--- src/rtl/seg_pkg.sv ---
// rtl/seg_pkg.sv - shared types and defaults for the segment display share arbiter
// Contents: arbiter state enum, round-robin memory enum, owner codes,
//           default blank frame and default hold length, owner decode helper.
package seg_pkg;

    typedef enum logic [1:0] {
        IDLE  = 2'd0,
        GNT_A = 2'd1,
        GNT_B = 2'd2
    } state_e;

    // Which requester was granted most recently; used to break ties in IDLE.
    typedef enum logic {
        RR_A = 1'b0,
        RR_B = 1'b1
    } rr_e;

    localparam logic [1:0] OWNER_IDLE = 2'b00;
    localparam logic [1:0] OWNER_A    = 2'b01;
    localparam logic [1:0] OWNER_B    = 2'b10;

    localparam logic [63:0] BLANK_FRAME_DEFAULT = 64'h0;
    localparam int          HOLD_TICKS_DEFAULT  = 4;

    function automatic logic [1:0] owner_of(input state_e s);
        case (s)
            GNT_A:   owner_of = OWNER_A;
            GNT_B:   owner_of = OWNER_B;
            default: owner_of = OWNER_IDLE;
        endcase
    endfunction

endpackage

--- src/rtl/slice_timer.sv ---
// rtl/slice_timer.sv - saturating per-grant refresh tick counter
// Ports:
//   clk_fast  in   scan clock
//   rst       in   asynchronous active-high reset
//   clr       in   clear to zero (wins over tick_en)
//   tick_en   in   count one refresh tick
//   cnt       out  ticks seen in the current grant, saturates at HOLD_TICKS-1
//   expired   out  cnt has reached HOLD_TICKS-1
module slice_timer #(
    parameter  int HOLD_TICKS = 4,
    localparam int CW         = $clog2(HOLD_TICKS)
) (
    input  logic          clk_fast,
    input  logic          rst,
    input  logic          clr,
    input  logic          tick_en,
    output logic [CW-1:0] cnt,
    output logic          expired
);

    localparam logic [CW-1:0] LAST = CW'(HOLD_TICKS - 1);

    assign expired = (cnt == LAST);

    always_ff @(posedge clk_fast or posedge rst) begin
        if (rst) begin
            cnt <= '0;
        end else if (clr) begin
            cnt <= '0;
        end else if (tick_en && !expired) begin
            cnt <= cnt + 1'b1;
        end
    end

endmodule

--- src/rtl/seg_share_arb.sv ---
// rtl/seg_share_arb.sv - two-requester time-sliced arbiter for a shared 8-digit display
// Ports:
//   clk_fast      in   scan clock shared with the display driver
//   rst           in   asynchronous active-high reset
//   tick          in   one pulse per full 8-digit scan
//   a_req/b_req   in   requester wants the display (level)
//   a_frame/b_frame in 64-bit frames, digit 0 in [7:0]
//   a_gnt/b_gnt   out  requester owns the display
//   seg_frame     out  registered frame for the display driver
//   owner         out  00 idle, 01 A, 10 B
//   switch_pulse  out  one-cycle pulse alongside each new owner
module seg_share_arb
    import seg_pkg::*;
#(
    parameter int          HOLD_TICKS  = HOLD_TICKS_DEFAULT,
    parameter logic [63:0] BLANK_FRAME = BLANK_FRAME_DEFAULT
) (
    input  logic        clk_fast,
    input  logic        rst,
    input  logic        tick,
    input  logic        a_req,
    input  logic [63:0] a_frame,
    input  logic        b_req,
    input  logic [63:0] b_frame,
    output logic        a_gnt,
    output logic        b_gnt,
    output logic [63:0] seg_frame,
    output logic [1:0]  owner,
    output logic        switch_pulse
);

    localparam int CW = $clog2(HOLD_TICKS);

    state_e        state;
    state_e        state_nxt;
    rr_e           rr_last;
    logic [CW-1:0] hold_cnt;
    logic          slice_expired;
    logic          state_change;

    assign state_change = (state_nxt != state);

    // The timer restarts on every owner change; ticks only count while someone owns the display.
    slice_timer #(
        .HOLD_TICKS(HOLD_TICKS)
    ) u_slice_timer (
        .clk_fast(clk_fast),
        .rst     (rst),
        .clr     (state_change),
        .tick_en (tick && (state != IDLE)),
        .cnt     (hold_cnt),
        .expired (slice_expired)
    );

    // Request drop is tested before slice expiry so a dropping competitor never wins a slice.
    always_comb begin
        state_nxt = state;
        case (state)
            IDLE: begin
                if (a_req && b_req) begin
                    state_nxt = (rr_last == RR_B) ? GNT_A : GNT_B;
                end else if (a_req) begin
                    state_nxt = GNT_A;
                end else if (b_req) begin
                    state_nxt = GNT_B;
                end
            end
            GNT_A: begin
                if (!a_req) begin
                    state_nxt = b_req ? GNT_B : IDLE;
                end else if (b_req && tick && slice_expired) begin
                    state_nxt = GNT_B;
                end
            end
            GNT_B: begin
                if (!b_req) begin
                    state_nxt = a_req ? GNT_A : IDLE;
                end else if (a_req && tick && slice_expired) begin
                    state_nxt = GNT_A;
                end
            end
            default: state_nxt = IDLE;
        endcase
    end

    // Grant outputs are registered from the next state so they track state exactly.
    always_ff @(posedge clk_fast or posedge rst) begin
        if (rst) begin
            state        <= IDLE;
            rr_last      <= RR_B;
            a_gnt        <= 1'b0;
            b_gnt        <= 1'b0;
            owner        <= OWNER_IDLE;
            switch_pulse <= 1'b0;
        end else begin
            state        <= state_nxt;
            a_gnt        <= (state_nxt == GNT_A);
            b_gnt        <= (state_nxt == GNT_B);
            owner        <= owner_of(state_nxt);
            switch_pulse <= state_change;
            if (state_change && (state_nxt == GNT_A)) begin
                rr_last <= RR_A;
            end else if (state_change && (state_nxt == GNT_B)) begin
                rr_last <= RR_B;
            end
        end
    end

    // Frame follows the current owner one cycle behind the state.
    always_ff @(posedge clk_fast or posedge rst) begin
        if (rst) begin
            seg_frame <= BLANK_FRAME;
        end else begin
            case (state)
                GNT_A:   seg_frame <= a_frame;
                GNT_B:   seg_frame <= b_frame;
                default: seg_frame <= BLANK_FRAME;
            endcase
        end
    end

endmodule

--- config.mk ---
export PLATFORM = sky130hd
export DESIGN_NAME = seg_share_arb
export DESIGN_NICKNAME = d
export VERILOG_FILES = /design/src/rtl/seg_pkg.sv /design/src/rtl/slice_timer.sv /design/src/rtl/seg_share_arb.sv
export SDC_FILE = /design/constraint.sdc
export NUM_CORES = 1
export LEC_CHECK = 0
export ABC_AREA = 1
export CAP_MARGIN = 10
export CORE_ASPECT_RATIO = 0.6
export CORE_MARGIN = 2
export CORE_UTILIZATION = 36
export DETAILED_ROUTE_END_ITERATION = 8
export PLACE_DENSITY_LB_ADDON = 0.08
export SKIP_LAST_GASP = 1
export SYNTH_ARGS = -nofsm -noshare
export SYNTH_HDL_FRONTEND = slang
export SYNTH_SLANG_ARGS = --single-unit
--- constraint.sdc ---
create_clock -name clk_fast -period 2.83 [get_ports clk_fast]
set_input_delay 0.283 -clock clk_fast [delete_from_list [all_inputs] [get_ports clk_fast]]
set_output_delay 0.283 -clock clk_fast [all_outputs]
set_load 0.02 [all_outputs]
==> reports/qor.yml, run 1 <==
status: "complete, no violations"
die_w_microns: 124
tns_ps: 0
rows: 26
ys_seq_area_frac: 0.582
port-buffer-count: 201
die_height_microns: 75.9
finalSetupViolations: 0
grt_pass1_wl_mm: 13.7
grt_max_degree: 73
coreArea_sq_mm: 0.00843
ys_seq_elements: 72
rsz0062_at_grt: "false"
io_pins: 202
hold_violations: 0
wl_met3_mm: 1.07
critPathSlowestCell: "dfrtp_1"
timing.final.crit_share: 0.652
num_vias: 3025
clock_path_buffers: 2
tightest_slew_ps: 425
hold_path.class: "in2async"
die-area_sq_mm: 0.00939
syn-num-nets: 491
routed-wl-met2_mm: 4.42
cts_post_setup_buffers_inserted: 0
viasPerCell: 4.55
crit_required_ps: 3050
drt_wl_total_mm: 9.63
syn_inst: 353
fill_cells: 730
hold-worst-slack_ps: 357
slew_headroom: 0.716
critPathArrivalTime_ps: 2060
crit_fanout: 13
numCtsBuffers: 9
root_buffer: "clkbuf_16"
syn-cell-area_sq_mm: 0.00310
ant_nets: 0
highest_layer: "met4"
layout.cells.non_filler: 665
nNetsFinal: 687
power.total_mw: 5.32
layout_min_cycle_time_ps: 1840
drive_gt1_frac: 0.0759
diodes: 0
m1WireLength_mm: 4.02
finalMaxSlewViolations: 0
area_growth_pct: 77.9
path_cells: "inv_1, ha_2, inv_1, nor2_1, nand2_2, nand3_2, nand2_2, inv_2, nand2_4, nand3_4, nor2_2"
drc: 0
numClockSinks: 72
cp-end-kind: "flip-flop"
drt_iter0_drc: 126
fmax_ghz: 0.542
overflow: 0
avgSynthCellArea_sq_um: 8.78
cts_hold_buf: 0
tritoncts: "done"
clock_latency_ps: 330
ctsResizeCount: 0
ys_warn_count: 0
multi_input_area_sq_mm: 0.00114
wire_per_inst_microns: 14.5
cap_viol_max_count: 0
antenna_found_initial: 0
vdd_ir_drop_max_v: 0.000548
fin_util: 0.654
finClkSkew_ps: 4.29
globalplace.congestion: 0.747
critPathLaunchType: "flip-flop"
drt_first_pass_iters: 4
max_stage_delay_ps: 470
ys_types: 22
grt_usage: 0.196
htreeDepth: 3
grt_pass1_vias: 2768
place_hpwl_mm: 6.98
dp.cells: 650
final-seq-area_sq_mm: 0.00180
p_leak_nw: 2.35
clkTransAtPathRegs_ps: 60
powerDensity_mw_per_mm2: 965
path_class: "reg2reg"
start_util: 0.368
==> where the power goes <==
group / internal (mW) / total [mW] / switching (mW)
registers: 1.40 / 1.53 / 0.130
clock network: 0.696 / 1.10 / 0.405
logic: 1.12 / 2.69 / 1.57
==> metrics by stage <==
stage               cell area (sq um)  setup slack [ps]
floorplan                        3100               724
global route                     5510               808
finish                           5510               986
detailed placement               5220               991
CTS                              5510               983
global placement                 5220              1020
==> sequential cells by signal, summed over array words and instances (netlist names) <==
signal	flops
switch_pulse	1
b_gnt	1
state	2
rr_last	1
u_slice_timer.cnt	2
seg_frame	64
owner	1
==> synth_stat cells <==
cell type	instances	area (sq um)
nand2_1	144	541
dfrtp_1	71	1780
a21oi_1	64	320
buf_2	10	50.1
clkbuf_1	10	37.5
inv_1	10	37.5
nor2_1	9	33.8
nand2_2	6	37.5
ha_1	5	62.6
inv_2	4	15.0
nand3_1	4	20.0
nor2_2	3	18.8
buf_4	2	15.0
nand2_4	2	22.5
nand3_4	2	35.0
dfstp_2	1	26.3
nand3_2	1	10.0
o2111ai_1	1	8.76
o211ai_1	1	7.51
o21ai_0	1	5.00
or3b_1	1	8.76
xor2_1	1	8.76
==> final cells by class <==
type / instances / share of cell area
inverter: 14 / 0.00954
tap: 112 / 0.0254
multi-input combinational: 245 / 0.208
timing repair buffer: 207 / 0.378
clock inverter: 4 / 0.00817
clock buffer: 11 / 0.0441
sequential: 72 / 0.327
==> worst max-delay path: cells and delay by family (launching register included) <==
family,cells,cell delay [ps]
adders and majority gates,1,370
buffers and inverters,3,350
DFF,1,470
and+or+nand+nor,7,520
==> cells by family after synthesis <==
| group | count (synthesis) | synth area share |
|---|---|---|
| simple gates | 172 | 0.235 |
| xor+xnor | 1 | 0.00283 |
| fa+ha+maj | 5 | 0.0202 |
| compound gates | 67 | 0.110 |
| buf+inv | 36 | 0.0501 |
| flops | 72 | 0.582 |
==> final timing paths <==
check                      startpoint                    to  slack (ps)  cells past startpoint
setup / recovery             state[1]  u_slice_timer.cnt[0]         990                     11
hold / removal                    rst          seg_frame[9]         360                      3
setup reg to reg             state[1]  u_slice_timer.cnt[0]         990                     11
hold reg to reg               rr_last               rr_last         480                      2
max in group asynchronous         rst               rr_last        2150                      3
min in group clk_fast         rr_last               rr_last         480                      2
==> layout by cell type (no fill, tap or decap), drive strengths merged, types with 3 or more instances in the layout <==
cell type      instances
clkinv                 3
clkbuf                11
dfrtp                 71
inv                   14
nand2                152
nor2                  12
nand3                  7
buf                    6
clkdlybuf4s50        201
a21oi                 64
ha                     5
==> routing by layer <==
layer / vias to the layer above / global-route usage
li1: 1502 / -
met1: 1391 / 0.240
met2: 124 / 0.313
met3: 8 / 0.0846
met4: 0 / 0.0682
met5: - / 0
No activity file was read; power rests on OpenSTA's default activity.
==> inputs of run 2 (changes only) <==
==> constraint.sdc (replaced) <==
create_clock -name clk_fast -period 1.7 [get_ports clk_fast]
set_input_delay 0.17 -clock clk_fast [delete_from_list [all_inputs] [get_ports clk_fast]]
set_output_delay 0.17 -clock clk_fast [all_outputs]
set_load 0.02 [all_outputs]
==> run 2 against run 1 <==
Utilization rose by 0.46 points; clock power rose by 65%; sequential share of layout area fell by 0.23 points.
==> reports/qor.yml, run 2 (synthesized netlist as in run 1, its figures left out) <==
place_hpwl_mm: 7.31  # +4.7%
wire_per_inst_microns: 14.9  # +3.1%
finalSetupViolations: 0  # unchanged
die-area_sq_mm: 0.00939  # unchanged
fin_util: 0.659  # +0.00460
regMostFlops: "seg_frame"
die_w_microns: 124  # unchanged
numCtsBuffers: 9  # unchanged
cp-end-kind: "flip-flop"
critPathArrivalTime_ps: 1830  # -230 ps
drt_iter0_drc: 197  # +56%
port-buffer-count: 201  # unchanged
hold_violations: 0  # unchanged
reg.largest.list: "seg_frame x64, state x2, u_slice_timer.cnt x2"
p_leak_nw: 2.36  # +0.37%
final-seq-area_sq_mm: 0.00180  # unchanged
path_depth: 11  # unchanged
area_growth_pct: 79.1
critPathLaunchType: "flip-flop"
crit_required_ps: 1910  # -1140 ps
tns_ps: 0  # unchanged
reg2reg_slack_ps: 80  # -900 ps
ctsResizeCount: 0  # unchanged
clkTransAtPathRegs_ps: 60  # about the same
start_util: 0.368  # unchanged
cap_viol_max_count: 0  # unchanged
htreeDepth: 3  # unchanged
antenna_found_initial: 0  # unchanged
fmax_ghz: 0.619  # +14%
critical-path-top-delay-family: "simple AND/OR/NAND/NOR gates"
timing.final.crit_share: 0.951  # +0.299
path_cells: "inv_2, ha_2, inv_1, nor2_1, nand2_2, nand3_2, nand2_2, inv_2, nand2_4, nand3_4, nor2_2"
die_height_microns: 75.9  # unchanged
final_cell_mix: "clkdlybuf4s50_1, nand2_1, dfrtp_1"
cts_post_setup_buffers_inserted: 0  # unchanged
drive_gt1_frac: 0.0860  # +0.0101
drt_wl_total_mm: 10.0  # +3.9%
largest_register_ffs: 64  # unchanged
final_common_cell: "clkdlybuf4s50_1"
cts_hold_buf: 0  # unchanged
powerDensity_mw_per_mm2: 1620  # +68%
max_stage_delay_ps: 380  # -90 ps
globalplace.congestion: 0.800  # +7.1%
num_vias: 3043  # +0.60%
status: "complete, no violations"
layout_min_cycle_time_ps: 1620  # -228 ps
slew_headroom: 0.758  # +0.0422
rows: 26  # unchanged
tightest_slew_ps: 363  # -62.7 ps
dpl_cell_area_sq_mm: 0.00526  # +0.65%
clock_path_buffers: 2  # unchanged
overflow: 0  # unchanged
io_pins: 202  # unchanged
ant_nets: 0  # unchanged
tritoncts: "done"
r2r_cells: 11  # unchanged
final_area_sq_mm: 0.00555  # +0.70%
diodes: 0  # unchanged
coreArea_sq_mm: 0.00843  # unchanged
grt_max_degree: 65  # -11%
numClockSinks: 72  # unchanged
critPathSlowestCell: "dfrtp_1"
vdd_ir_drop_max_v: 0.000786  # +43%
drc: 0  # unchanged
rsz0062_at_grt: "false"
root_buffer: "clkbuf_16"
multi_input_area_sq_mm: 0.00114  # unchanged
viasPerCell: 4.54  # -0.16%
crit_fanout: 4  # -9
cp_num_buf_inv: 3  # unchanged
hold_path.class: "in2async"
grt_usage: 0.210  # +0.0140
drt_first_pass_iters: 4  # unchanged
grt_pass1_wl_mm: 14.6  # +6.5%
clock_latency_ps: 330  # about the same
fill_cells: 704  # -3.6%
finalMaxSlewViolations: 0  # unchanged
path_class: "reg2reg"
finClkSkew_ps: 3.30  # -0.994 ps
nNetsFinal: 691  # +0.58%
grt_pass1_vias: 2842  # +2.7%
==> run 2: cell count changes in the layout (fill, tap and decap cells not counted), sizes merged <==
cell      before  now
clkinv         3    2
clkinvlp       0    2
buf            6   10
==> run 2: cell type report <==
type / count / area share
timing repair buffer: 211 / 0.381
sequential: 72 / 0.325
multi-input combinational: 245 / 0.206
clock buffer: 11 / 0.0419
tap: 112 / 0.0253
clock inverter: 5 / 0.0101
inverter: 14 / 0.0101
==> run 2: report_power, final <==
group,internal [mW],switching (mW)
clock network,1.14,0.686
registers,2.33,0.200
logic,1.94,2.72
==> run 2: per-stage QoR <==
step	hold slack [ps]	power [mW]	std cells	setup WS (ps)
after floorplan	301	5.05	353	156
after global placement	478	7.12	654	160
after detailed placement	484	7.24	654	65.3
after CTS	273	9.10	670	24.5
after global routing	292	9.58	670	13.7
final	272	9.00	670	83.9
==> run 2: metal layers <==
layer  global-route usage  vias up  share of wire
met5                    0        -              0
met4               0.0568        0         0.0072
met3               0.0913        9           0.11
met2                0.344      131           0.46
met1                0.256     1387           0.42
li1                     -     1516              -
==> run 2: path summary, 6_finish.rpt <==
check / startpoint / end
worst max-delay path: state[1] / u_slice_timer.cnt[0]
min in group clk_fast: b_frame[7] / seg_frame[7]
worst max register to register: state[1] / u_slice_timer.cnt[0]
max in group asynchronous: rst / rr_last
worst min-delay path: rst / seg_frame[15]
worst min register to register: rr_last / rr_last
==> run 2: worst reg2reg max path, delay by kind of cell (launching register included) <==
kind / cells / cell delay (ps)
adders and majority gates: 1 / 230
buffers and inverters: 3 / 280
DFF: 1 / 380
and+or+nand+nor: 7 / 590
==> inputs of run 3 (changes only) <==
--- a/config.mk
+++ b/config.mk
@@ -5,11 +5,10 @@
 export SDC_FILE = /design/constraint.sdc
 export NUM_CORES = 1
 export LEC_CHECK = 0
-export ABC_AREA = 1
 export CAP_MARGIN = 10
 export CORE_ASPECT_RATIO = 0.6
 export CORE_MARGIN = 2
-export CORE_UTILIZATION = 36
+export CORE_UTILIZATION = 37
 export DETAILED_ROUTE_END_ITERATION = 8
 export PLACE_DENSITY_LB_ADDON = 0.08
 export SKIP_LAST_GASP = 1
==> run 3 against run 2 <==
Register-to-register slack better by 20 ps; non-clock buffer count is 5 higher; clock skew is 2.6 ps higher; critical path type unchanged.
==> reports/qor.yml, run 3 <==
clock_path_buffers: 2  # unchanged
p_sw_frac: 0.359  # -0.0417
dp.cells: 572  # -13%
globalplace.congestion: 0.833  # +4.1%
p_comb_frac: 0.523  # +0.006
drc: 0  # unchanged
yosys.area.top_type: "dfrtp_1"
layout.cells.non_filler: 588  # -12%
final_common_cell: "clkdlybuf4s50_1"
critPathLaunchType: "flip-flop"
clkTransAtPathRegs_ps: 60  # about the same
layout_min_cycle_time_ps: 1600  # -17.7 ps
rsz0062_at_grt: "false"
fmax_ghz: 0.626  # +1.1%
port-buffer-count: 201  # unchanged
power.share.clock: 0.213  # +0.011
drt_wl_total_mm: 9.28  # -7.2%
ys_types: 38  # +73%
area_growth_pct: 81.0
largest_register_ffs: 64  # unchanged
critPathArrivalTime_ps: 1820  # about the same
final_cell_mix: "clkdlybuf4s50_1, dfrtp_1, a22oi_1, nor2b_1, buf_4"
drt_iter0_drc: 163  # -17%
synth-main-ff-cell: "dfrtp_1"
vdd_ir_drop_max_v: 0.000585  # -26%
wire_per_inst_microns: 15.8  # +5.7%
avgSynthCellArea_sq_um: 11.8  # +34%
hold_violations: 0  # unchanged
clock_latency_ps: 330  # about the same
syn-cell-area_sq_mm: 0.00316  # +1.9%
finalSetupViolations: 0  # unchanged
numClockSinks: 72  # unchanged
ys_seq_area_frac: 0.571  # -0.0111
die_w_microns: 123  # -0.40%
drt_first_pass_iters: 4  # unchanged
cts_hold_buf: 0  # unchanged
diodes: 0  # unchanged
hold_path.class: "in2async"
coreArea_sq_mm: 0.00839  # -0.39%
crit_fanout: 4  # unchanged
synth_edf_count: 0  # unchanged
grt_max_degree: 65  # unchanged
die_height_microns: 75.6  # -0.39%
slew_headroom: 0.727  # -0.0312
cp-end-kind: "flip-flop"
switching_power_mw: 3.39  # -6.0%
finalMaxSlewViolations: 0  # unchanged
nNetsFinal: 610  # -12%
ys_seq_elements: 72  # unchanged
htreeDepth: 3  # unchanged
cap_viol_max_count: 0  # unchanged
fill_cells: 648  # -8.0%
syn-num-nets: 406  # -17%
grt_usage: 0.200  # -0.00946
final_area_sq_mm: 0.00572  # +3.0%
tightest_slew_ps: 409  # +46.8 ps
yosysMostFrequentCell: "dfrtp_1"
antenna_found_initial: 0  # unchanged
io_pins: 202  # unchanged
reg.largest.list: "seg_frame x64, state x2, u_slice_timer.cnt x2"
grt_pass1_wl_mm: 13.8  # -5.4%
hold-worst-slack_ps: 248  # -24.5 ps
synthArstFlopShare: 1.00  # unchanged
die-area_sq_mm: 0.00931  # -0.78%
synth_area_leaders: "dfrtp_1, a22oi_1, nor2b_1"
p_int_mw: 6.06  # +12%
grt_pass1_vias: 2769  # -2.6%
timing.final.crit_share: 0.940  # -0.0104
numCtsBuffers: 9  # unchanged
start_util: 0.376  # +0.00858
synth_top_cell_area_share: 0.563  # -0.0109
num_vias: 2854  # -6.2%
dpl_cell_area_sq_mm: 0.00535  # +1.9%
drive_gt1_frac: 0.113  # +0.0274
root_buffer: "clkbuf_16"
place_hpwl_mm: 6.89  # -5.7%
tritoncts: "done"
ys_top_cells_by_count: "dfrtp_1, a22oi_1, nor2b_1, clkbuf_1, buf_1"
tns_ps: 0  # unchanged
power.total_mw: 9.45  # +5.0%
overflow: 0  # unchanged
status: "complete, no violations"
ys_warn_count: 0  # unchanged
powerDensity_mw_per_mm2: 1650  # +1.9%
final-seq-area_sq_mm: 0.00180  # unchanged
path_class: "reg2reg"
crit_required_ps: 1920  # about the same
seq_power_share: 0.264  # -0.017
regMostFlops: "seg_frame"
finClkSkew_ps: 5.92  # +2.62 ps
syn_inst: 268  # -24%
p_leak_nw: 2.32  # -1.8%
viasPerCell: 4.85  # +6.9%
rows: 26  # unchanged
ant_nets: 0  # unchanged
multi_input_area_sq_mm: 0.00128  # +12%
-- run 3: area by class of cell --
cell class	instances	share of cell area
clock buffers	10	0.0418
inverters	4	0.00328
clock inverters	5	0.0142
multi-input cells	169	0.225
flip-flops and latches	72	0.315
repair buffers	216	0.376
well taps	112	0.0245
-- run 3: routing by layer --
metal  share of wire  wire length (microns)  track usage
met5               0                      0            0
met1            0.42                   3860        0.239
met4           0.014                    127       0.0694
met2            0.47                   4380        0.328
met3           0.099                    917       0.0883
-- run 3: logic make-up after synthesis --
family / share of synthesized area
compound gates: 0.192
xor+xnor: 0.00277
fa+ha+maj: 0.0198
buf+inv: 0.0349
flops: 0.571
mux: 0.0111
simple gates: 0.168
-- run 3: worst paths after layout --
check | from | end | slack, ps | cells after the start
min in group clk_fast | rr_last | rr_last | 470 | 2
hold / removal | rst | seg_frame[48] | 250 | 3
hold reg to reg | rr_last | rr_last | 470 | 2
max in group asynchronous | rst | rr_last | 1030 | 3
setup reg to reg | state[0] | switch_pulse | 100 | 7
setup / recovery | state[0] | switch_pulse | 100 | 7
-- run 3: stage by stage --
stage,util,worst slack [ps]
4_1_cts,0.676,28.4
3_5_place_dp,0.638,-147
6_report,0.681,102
3_3_place_gp,0.638,-89.2
2_1_floorplan,-,80.4
5_1_grt,0.681,6.57
-- run 3: critical path, stage by stage (launching register included) --
cell and delay (ps):
dfrtp_1 370, inv_1 140, ha_2 260, nand2_1 90
o21ai_2 190, nor3_4 70, a2bb2oi_2 170, or2_1 210
-- run 3: power groups by stage --
| stage | sequential (mW) | clock (mW) | combinational, mW |
|---|---|---|---|
| floorplan | 3.26 | 0 | 2.04 |
| global placement | 2.50 | 0 | 4.87 |
| global route | 2.56 | 2.14 | 5.31 |
| finish | 2.49 | 2.01 | 4.94 |
| detailed placement | 2.53 | 0 | 4.91 |
| CTS | 2.50 | 2.05 | 4.95 |
-- run 3: repair_timing --
action | CTS | global route
gates cloned | 0 | 0
resized for setup | 1 | 6
setup buffers | 0 | 1
pin swaps | 0 | 2
endpoints found under the setup margin | 2 | 4
